===== config.mk =====
export PLATFORM = sky130hd
export DESIGN_NAME = mem_access_unit
export DESIGN_NICKNAME = d
export VERILOG_FILES = /design/src/rtl/mem_access_unit.sv
export SDC_FILE = /design/constraint.sdc
export NUM_CORES = 1
export LEC_CHECK = 0
export ABC_AREA = 0
export CORE_MARGIN = 2
export CORE_UTILIZATION = 33
export CTS_CLUSTER_SIZE = 24
export DETAILED_ROUTE_END_ITERATION = 8
export PLACE_DENSITY_LB_ADDON = 0.1
export SYNTH_ARGS = -nofsm -noshare
export SYNTH_HDL_FRONTEND = slang
export SYNTH_SLANG_ARGS = --single-unit

===== constraint.sdc =====
create_clock -name clk -period 18.9 [get_ports clk]
set_clock_uncertainty 0.05 [all_clocks]
set_input_delay 3.78 -clock clk [delete_from_list [all_inputs] [get_ports clk]]
set_output_delay 3.78 -clock clk [all_outputs]
set_load 0.005 [all_outputs]

===== src/rtl/mem_access_unit.sv =====
// mem_access_unit: sizes, strobes and holds one dbus access per load/store, stalling the pipeline until the cache answers
package mem_access_pkg;
    localparam int DBUS_ADDR_W = 64;
    localparam int DBUS_DATA_W = 64;
    localparam logic [2:0] MSIZE1 = 3'd0;
    localparam logic [2:0] MSIZE2 = 3'd1;
    localparam logic [2:0] MSIZE4 = 3'd2;
    localparam logic [2:0] MSIZE8 = 3'd3;
    typedef struct packed {
        logic                     valid;
        logic [DBUS_ADDR_W-1:0]   addr;
        logic [2:0]               size;
        logic [DBUS_DATA_W/8-1:0] strobe;
        logic [DBUS_DATA_W-1:0]   data;
    } dbus_req_t;
    typedef struct packed {
        logic                   addr_ok;
        logic                   data_ok;
        logic [DBUS_DATA_W-1:0] data;
    } dbus_resp_t;
endpackage

module mem_access_unit
    import mem_access_pkg::*;
#(
    parameter int ADDR_W = DBUS_ADDR_W,
    parameter int DATA_W = DBUS_DATA_W
) (
    input  logic              clk,
    input  logic              reset,
    input  logic              req_valid,
    input  logic              mem_read,
    input  logic              mem_write,
    input  logic [2:0]        funct3,
    input  logic [ADDR_W-1:0] addr,
    input  logic [DATA_W-1:0] wdata,
    output logic              stall,
    output logic [DATA_W-1:0] rdata,
    output logic              rdata_valid,
    output logic              fault,
    output dbus_req_t         dreq,
    input  dbus_resp_t        dresp
);
    localparam logic [1:0] IDLE = 2'd0;
    localparam logic [1:0] WAIT = 2'd1;
    localparam logic [1:0] DONE = 2'd2;

    logic [1:0]          state_q, state_d;
    logic [ADDR_W-1:0]   addr_q, addr_d;
    logic [2:0]          size_q, size_d;
    logic [DATA_W/8-1:0] strb_q, strb_d;
    logic [DATA_W-1:0]   data_q, data_d;
    logic [2:0]          f3_q, f3_d;
    logic                ld_q, ld_d;
    logic [DATA_W-1:0]   rdata_q, rdata_d;
    logic                acc, bad, take;
    logic [DATA_W/8-1:0] base;
    logic [DATA_W-1:0]   sh, ext;
    logic                unused_ok;

    assign unused_ok = dresp.addr_ok;

    // decode legality/alignment, build the sized request and the extended load result
    always_comb begin
        acc = req_valid & (mem_read | mem_write);
        bad = (mem_read & mem_write) | (mem_read & funct3 == 3'b111) | (mem_write & funct3[2])
            | (funct3[1:0] == 2'd1 ? addr[0] : funct3[1:0] == 2'd2 ? |addr[1:0] : funct3[1:0] == 2'd3 ? |addr[2:0] : 1'b0);
        take = state_q == IDLE & acc & ~bad;
        base = funct3[1:0] == 2'd0 ? 8'h01 : funct3[1:0] == 2'd1 ? 8'h03 : funct3[1:0] == 2'd2 ? 8'h0F : 8'hFF;
        sh = dresp.data >> {addr_q[2:0], 3'b000};
        ext = f3_q[1:0] == 2'd0 ? {{(DATA_W-8){~f3_q[2] & sh[7]}}, sh[7:0]}
            : f3_q[1:0] == 2'd1 ? {{(DATA_W-16){~f3_q[2] & sh[15]}}, sh[15:0]}
            : f3_q[1:0] == 2'd2 ? {{(DATA_W-32){~f3_q[2] & sh[31]}}, sh[31:0]} : sh;
        state_d = state_q;
        addr_d = addr_q;
        size_d = size_q;
        strb_d = strb_q;
        data_d = data_q;
        f3_d = f3_q;
        ld_d = ld_q;
        rdata_d = rdata_q;
        if (take) begin
            state_d = WAIT;
            addr_d = addr;
            size_d = {1'b0, funct3[1:0]};
            strb_d = mem_read ? '0 : base << addr[2:0];
            data_d = mem_read ? '0 : wdata << {addr[2:0], 3'b000};
            f3_d = funct3;
            ld_d = mem_read;
        end else if (state_q == WAIT && dresp.data_ok) begin
            state_d = DONE;
            rdata_d = ld_q ? ext : rdata_q;
        end else if (state_q == DONE) begin
            state_d = IDLE;
        end
    end

    // outputs: request only from latched registers, stall from accept through WAIT
    always_comb begin
        stall = take | state_q == WAIT;
        fault = state_q == IDLE & acc & bad;
        rdata = rdata_q;
        rdata_valid = state_q == DONE & ld_q;
        dreq = '{valid: state_q == WAIT, addr: addr_q, size: size_q, strobe: strb_q, data: data_q};
    end

    // state and latched access registers
    always_ff @(posedge clk) begin
        if (reset) begin
            state_q <= IDLE;
            rdata_q <= '0;
        end else begin
            state_q <= state_d;
            rdata_q <= rdata_d;
        end
        addr_q <= addr_d;
        size_q <= size_d;
        strb_q <= strb_d;
        data_q <= data_d;
        f3_q <= f3_d;
        ld_q <= ld_d;
    end
endmodule

==> impl_metrics.ini, run 1 <==
[outcome]
outcome = complete, no violations

[final_layout]
drive_above_1_share = 0.126
nNetsFinal = 1492
syn_to_final_growth_pct = 47.2
regArea_um2 = 5530
multiInputGateArea_um2 = 4650
layout_commonest_cell = clkdlybuf4s50_1
num-fill-cells = 2857
final_cell_mix = clkdlybuf4s50_1, edfxtp_1, nor2_1

[pwr]
swShare = 0.241
p_leak_nw = 5.35
power.internal_mw = 0.841
seq_power_share = 0.451
pwr-share-comb = 0.150
pwr-share-clk = 0.399
power_density_nw_per_um2 = 71.2
switching_power_mw = 0.267
ir_drop_v = 0.0000618

[placed_design]
port_buffers = 406
pre_cts_slack_ns = 8.99
hpwl_um = 26300
place.gp.congestion = 0.848

[cts]
h-tree-depth = 1
clkSinkCount = 206
numCtsBuffers = 25
cts_hold_buf = 0
cts_tree = built
cts_resized = 0
root_buffer = clkbuf_16
clkTransAtPathRegs_ns = 0.06
cts_setup_buffers = 0
clk_latency_ns = 0.52
cts_buffer_depth = 3

[yosys]
synth_top_area_share = 0.397
yosysTopAreaCell = edfxtp_1
syn_nets = 1128
synth_seq_cells = 206
synthCells = 926
synth.distinct_cells = 49
syn-cell-area_um2 = 10600
synthArstFlopShare = 0
synthTopCellsByArea = edfxtp_1, dfxtp_1, mux2i_1
synth_warnings = 0
ys_seq_area_frac = 0.522
synth_edf_count = 140
ys.flop_type = edfxtp_1
syn_avg_cell_area_um2 = 11.4

[sta]
period_minus_slack_ns = 9.88
setup_tns_ns = 0
setup_viol = 0
fmax_ghz = 0.101
fin_crit_sh = 0.523
worst_pin_slew_ns = 1.14
rsz0062_at_grt = no
finalHoldViolations = 0
drv_slew = 0
max_slew_margin = 0.242
setup_ws_ns = 9.02

[die]
core_area_um2 = 31600
dieWidth_um = 183
dieArea_um2 = 33500
start_util = 0.335
rows = 65
pin_count = 409
die_h_um = 183

[hold_path]
hold_path_class = reg -> reg

[detailed_routing]
via_count = 8699
drtAntennaViolNets = 0
dr.pass1.iters = 5
viasPerCell = 5.09
wl_per_cell_um = 21.3
drc_errors = 0
first_iter_violations = 533
wirelength_um = 36400

[setup_path]
crit_path_start_kind = primary input
worst_setup_path_end_kind = primary output
cp.arrival_ns = 6.05
cp.required_ns = 15.07
slowest_stage = clkdlybuf4s50_1
crit_chain = clkdlybuf4s50_1 > a21oi_1 > o211ai_1 > a311o_1 > a22oi_1 > nor2_1 > clkdlybuf4s50_1
critical_path_class = in -> out
critPathMostFrequentCell = clkdlybuf4s50_1
cp_max_fo = 11
critPathMaxStageDelay_ns = 0.67

[flow_run]
drv_cap = 0

[grt]
antenna_found_initial = 3
grt_pass1_wl_um = 53200
grtUsageMet1 = 0.260
grt_max_degree = 88
grt-ovfl-total = 0
grt_pass1_vias = 8514
grt_usage = 0.208
met2_usage = 0.350
grt_most_used_layer = met2
global_route.usage.met3 = 0.0596
-- state kept, by name, summed over array words and instances (netlist names) --
| name | flops |
|---|---|
| ld_q | 1 |
| f3_q | 3 |
| addr_q | 64 |
| rdata | 64 |
| state_q | 2 |
| data_q | 64 |
| strb_q | 8 |
-- critical path, delay by kind of cell --
family | cells | cell delay [ns]
AND/OR/NAND/NOR | 1 | 0.06
buffers and inverters | 2 | 1.13
AO/OA/AOI/OAI | 4 | 1.08
-- logic make-up after synthesis --
logic type             synth area share
other                          0.000354
buffers and inverters            0.0386
AOI/OAI and AO/OA                 0.139
and+or+nand+nor                   0.121
muxes                             0.178
DFF                               0.522
-- per-stage QoR --
step           instance area (µm²)  utilization  power, mW  hold slack (ns)  cells
2_1_floorplan                10600            -      0.587            0.434    926
3_3_place_gp                 14800        0.470      0.676            0.431   1665
3_5_place_dp                 14800        0.470      0.677            0.431   1665
4_1_cts                      15600        0.493       1.12            0.443   1708
5_1_grt                      15600        0.493       1.15            0.465   1708
6_report                     15600        0.493       1.11            0.441   1709
-- worst paths after layout --
kind | depth (start not counted) | endpoint | from | slack, ns
setup / recovery | 7 | fault | funct3[0] | 9.02
hold / removal | 2 | rdata[9] | rdata[9] | 0.44
setup reg to reg | 7 | rdata[62] | addr_q[0] | 15.52
hold reg to reg | 2 | rdata[9] | rdata[9] | 0.44
-- final cells by class --
| cell class | count | share of cell area |
|---|---|---|
| flip-flops and latches | 206 | 0.355 |
| multi-input cells | 634 | 0.299 |
| repair buffers | 418 | 0.266 |
| clock buffers | 33 | 0.0421 |
| well taps | 402 | 0.0323 |
| clock inverters | 10 | 0.00458 |
| inverters | 5 | 0.00121 |
| diodes | 1 | 0.000161 |
-- metal layers --
layer	vias up	part of all wire
met2	297	0.48
met1	4205	0.41
met5	-	0.00030
li1	4142	-
met3	53	0.083
met4	2	0.028
-- cell usage after synthesis (all sizes together) (2+ instances only) --
cell     instances
a211oi          65
a21oi           31
a22oi            2
a2bb2oi          7
a311oi           7
and2             9
buf             43
clkbuf          38
dfxtp           66
edfxtp         140
inv              4
mux2            43
mux2i           87
mux4            23
nand2          106
nand2b           5
nor2           120
nor2b           31
nor3            14
o211ai           4
o21ai           36
o22ai           19
o2bb2ai          7
or2              5
-- power groups by stage --
stage          Sequential, mW  Combinational [mW]  Clock [mW]
6_report                0.500               0.166       0.442
5_1_grt                 0.501               0.179       0.473
4_1_cts                 0.500               0.168       0.453
3_5_place_dp            0.509               0.167           0
3_3_place_gp            0.509               0.166           0
2_1_floorplan           0.514              0.0735           0
Note: power is estimated with default switching activity, not from simulation.
==> inputs of run 2 (changes only) <==
- clock period: 18.9 -> 7.92 ns (I/O delays scaled with it)
==> run 2 against run 1 <==
Sequential share of layout area down 0.30 points. Sequential power up 140%. First-iteration DRC count down 16%. Worst setup slack worse by 6.5 ns. Cell area up 0.86%. Critical path depth unchanged. Critical endpoint unchanged. Largest cell class unchanged. Largest power group unchanged. Highest routed layer unchanged.
==> impl_metrics.ini, run 2 (synthesis results as in run 1) <==
[detailed_routing]
wl_per_cell_um = 21.4
drc_errors = 0
via_count = 8712
dr.pass1.iters = 5
viasPerCell = 5.09
first_iter_violations = 447
drtAntennaViolNets = 0
wirelength_um = 36600

[die]
dieArea_um2 = 33500
die_h_um = 183
core_area_um2 = 31600
start_util = 0.335
pin_count = 409
rows = 65
dieWidth_um = 183

[final_layout]
nNetsFinal = 1493
layout_commonest_cell = clkdlybuf4s50_1
antenna_cells = 0
num-fill-cells = 2877
final_cell_mix = clkdlybuf4s50_1, edfxtp_1, nor2_1
drive_above_1_share = 0.134
syn_to_final_growth_pct = 48.4

[flow_run]
drv_cap = 0

[grt]
antenna_found_initial = 3
grt_pass1_vias = 8810
grt_usage = 0.211
grt-ovfl-total = 0
grt_max_degree = 76
grt_pass1_wl_um = 54000

[setup_path]
cp_max_fo = 13
r2r_setup_slack_ns = 4.60
rr_endpoint = rdata[62]
crit-reg2reg-launch = addr_q[0]
worst_r2r_path_depth = 7
critical_path_class = in -> out
crit_path_start_kind = primary input
cp.required_ns = 6.29
cp.arrival_ns = 3.73
worst_setup_path_end_kind = primary output

[placed_design]
place.gp.congestion = 0.838
pre_cts_slack_ns = 2.57
hpwl_um = 26500
port_buffers = 406

[cts]
root_buffer = clkbuf_16
cts_tree = built
clk_latency_ns = 0.53
numCtsBuffers = 25
cts_hold_buf = 0
h-tree-depth = 1
clkTransAtPathRegs_ns = 0.06
cts_setup_buffers = 0
clkSinkCount = 206
cts_buffer_depth = 3
cts_resized = 0

[pwr]
power_density_nw_per_um2 = 176
p_leak_nw = 5.43
ir_drop_v = 0.000143

[sta]
drv_slew = 0
fin_crit_sh = 0.677
period_minus_slack_ns = 5.36
setup_ws_ns = 2.56
setup_tns_ns = 0
rsz0062_at_grt = no
max_slew_margin = 0.338
setup_viol = 0
fmax_ghz = 0.187
worst_pin_slew_ns = 0.992
finalHoldViolations = 0

[outcome]
outcome = complete, no violations

[hold_path]
holdPathEnd = rdata[9]
worstHoldPathCells = 2
hold_path_class = reg -> reg
hold_start = rdata[9]
run 2: changes by cell type in the layout (fill, tap and decap cells not counted), sizes merged:
| cell | delta |
|---|---|
| diode | -1 |
| inv | +1 |
| clkbuf | +5 |
| bufinv | +1 |
| clkinv | -3 |
| clkinvlp | -1 |
| buf | +1 |
run 2: layout make-up:
| type | instances | area, µm² | share of cell area |
|---|---|---|---|
| sequential | 206 | 5530 | 0.352 |
| multi-input combinational | 634 | 4660 | 0.297 |
| timing repair buffer | 419 | 4150 | 0.264 |
| clock buffer | 38 | 746 | 0.0475 |
| tap | 402 | 503 | 0.0320 |
| clock inverter | 8 | 104 | 0.00661 |
| inverter | 5 | 18.8 | 0.00120 |
run 2: worst max-delay path by stage:
| stage | start | endpoint | slack (ns) | cells after the start |
|---|---|---|---|---|
| 6_report | funct3[1] | fault | 2.56 | 7 |
| 5_1_grt | funct3[1] | fault | 2.43 | 7 |
| 4_1_cts | funct3[1] | fault | 2.58 | 7 |
| 3_5_place_dp | funct3[1] | fault | 2.57 | 7 |
| 3_3_place_gp | funct3[1] | fault | 2.60 | 7 |
| 2_1_floorplan | addr[0] | stall | 0.40 | 5 |
run 2: where the power goes:
part / switching, mW / internal (mW)
Clock: 0.458 / 0.715
Combinational: 0.181 / 0.216
Sequential: 0.0110 / 1.18
run 2: metrics by stage:
stage	hold slack, ns	area (µm²)	instances	power [mW]	utilization
after floorplan	0.434	10600	926	1.40	-
after global placement	0.428	14900	1666	1.61	0.471
after detailed placement	0.432	14900	1666	1.62	0.471
after CTS	0.444	15700	1712	2.80	0.498
after global routing	0.463	15700	1712	2.88	0.498
final	0.439	15700	1712	2.76	0.498
run 2: critical path, stage by stage:
cell	delay (ns)
clkdlybuf4s50_1	0.63
o21ai_0	0.26
o211ai_1	0.21
a311o_1	0.37
a22oi_1	0.15
nor2_1	0.06
clkdlybuf4s50_1	0.46
run 2: routing by layer:
| layer | GRT usage | wire [µm] |
|---|---|---|
| met4 | 0.0483 | 754 |
| met2 | 0.369 | 18000 |
| met1 | 0.257 | 14600 |
| met3 | 0.0639 | 3170 |
| met5 | 0 | 11 |
==> edit (flow settings as in run 2) <==
Put a register stage on the output `fault`. The value now appears one clock later. The other outputs are not delayed to match.
--- a/src/rtl/mem_access_unit.sv
+++ b/src/rtl/mem_access_unit.sv
@@ -46,2 +46,4 @@
     localparam logic [1:0] DONE = 2'd2;
+
+    logic fault_d;
 
@@ -100,3 +102,3 @@
         stall = take | state_q == WAIT;
-        fault = state_q == IDLE & acc & bad;
+        fault_d = state_q == IDLE & acc & bad;
         rdata = rdata_q;
@@ -122,2 +124,6 @@
     end
+    always_ff @(posedge clk) begin
+        fault <= fault_d;
+    end
+
 endmodule
Function: changed (a bounded check fails within 4 cycles, from zero or initial values and one cycle with reset high).
==> edit against run 2 <==
Count of clock-buffer cells in the layout decreased by 10. Final area is 0.52% lower. Worst hold slack improved by 0.0036 ns. Sequential cell count increased by 1. Global-route usage fell by 0.16 points. Total power is 2.8% lower. Cell count fell by 0.18%. Wire length about the same. Maximum frequency rose by 1.7%. Worst setup slack improved by 0.088 ns. Synthesized area is 0.19% higher. Critical path type unchanged.
==> edit: results <==
[finish]
fill_cells = 2918
nets = 1492
design_area_um2 = 15600
layout-drive-gt1-share = 0.128

[synth]
syn_nets = 1129
synth_common_cells = 140 x edfxtp_1, 119 x nor2_1, 106 x nand2_1, 87 x mux2i_1, 67 x dfxtp_1
synthCells = 927
ys_seq_area_frac = 0.523

[setup_path]
critPathMaxFanout = 11
cp_data_arrival_time_ns = 3.64

[placed_design]
gp_congestion = 0.806
place_area_um2 = 14900
dp_hpwl_um = 26500
dp_slack_ns = 2.62

[outcome]
status = finished clean

[global_route]
grt_pass1_vias = 8798
track_usage = 0.210
grt_max_degree = 86
grt_pass1_wl_um = 53800

[power_and_ir_drop]
p_leak_nw = 5.38
peakVddDrop_mv = 0.152

[drt]
drtIter0Drc = 556
wl_met2_um = 17700
vias = 8760
wl_met1_um = 14500
wire_per_inst_um = 21.4

[clock_network]
numCtsBuffers = 24
==> edit: changes by cell type in the layout (fill, tap and decap cells not counted), sizes merged <==
cell / change
buf: -1
clkbuf: -10
clkinv: +7
clkinvlp: +1
dfxtp: +1
inv: -1
==> edit: per-layer routing <==
| layer | up-vias | global-route usage |
|---|---|---|
| met5 | - | 0 |
| met4 | 6 | 0.0618 |
| met3 | 60 | 0.0614 |
| met2 | 334 | 0.361 |
| met1 | 4215 | 0.254 |
| li1 | 4145 | - |
==> edit: cell type report <==
cell class                      instances  area (um2)  share of cell area
Tap cell                              402         503              0.0322
Clock inverter                         15         119             0.00761
Clock buffer                           28         637              0.0408
Timing Repair Buffer                  418        4140               0.265
Multi-Input combinational cell        634        4660               0.298
Sequential cell                       207        5550               0.355
Inverter                                5        18.8             0.00120
==> edit: path summary, 6_finish.rpt <==
check / from / end / slack [ns] / depth (start not counted)
min: rdata[12]$_SDFFE_PP0P_ / rdata[12]$_SDFFE_PP0P_ / 0.44 / 2
max reg2reg: f3_q[1]$_DFFE_PP_ / rdata[60]$_SDFFE_PP0P_ / 4.71 / 5
max: funct3[0] / stall / 2.65 / 6
min reg2reg: rdata[12]$_SDFFE_PP0P_ / rdata[12]$_SDFFE_PP0P_ / 0.44 / 2
==> edit: worst max-delay path: stages <==
cell and delay [ns]:
clkdlybuf4s50_1 0.70, a21oi_1 0.14, o211ai_1 0.37, nor3_4 0.06, or2_2 0.29, clkdlybuf4s50_1 0.48
==> edit: kinds of logic after synthesis <==
kind of cell           Yosys count  share of synthesized area
AOI/OAI and AO/OA              185                      0.139
buffers and inverters           86                     0.0385
DFF                            207                      0.523
muxes                          153                      0.178
other                            1                   0.000354
and+or+nand+nor                295                      0.121
==> edit: power by group <==
group / internal [mW] / switching [mW]
combinational: 0.216 / 0.180
clock: 0.635 / 0.456
sequential: 1.19 / 0.0118
total: 2.04 / 0.648
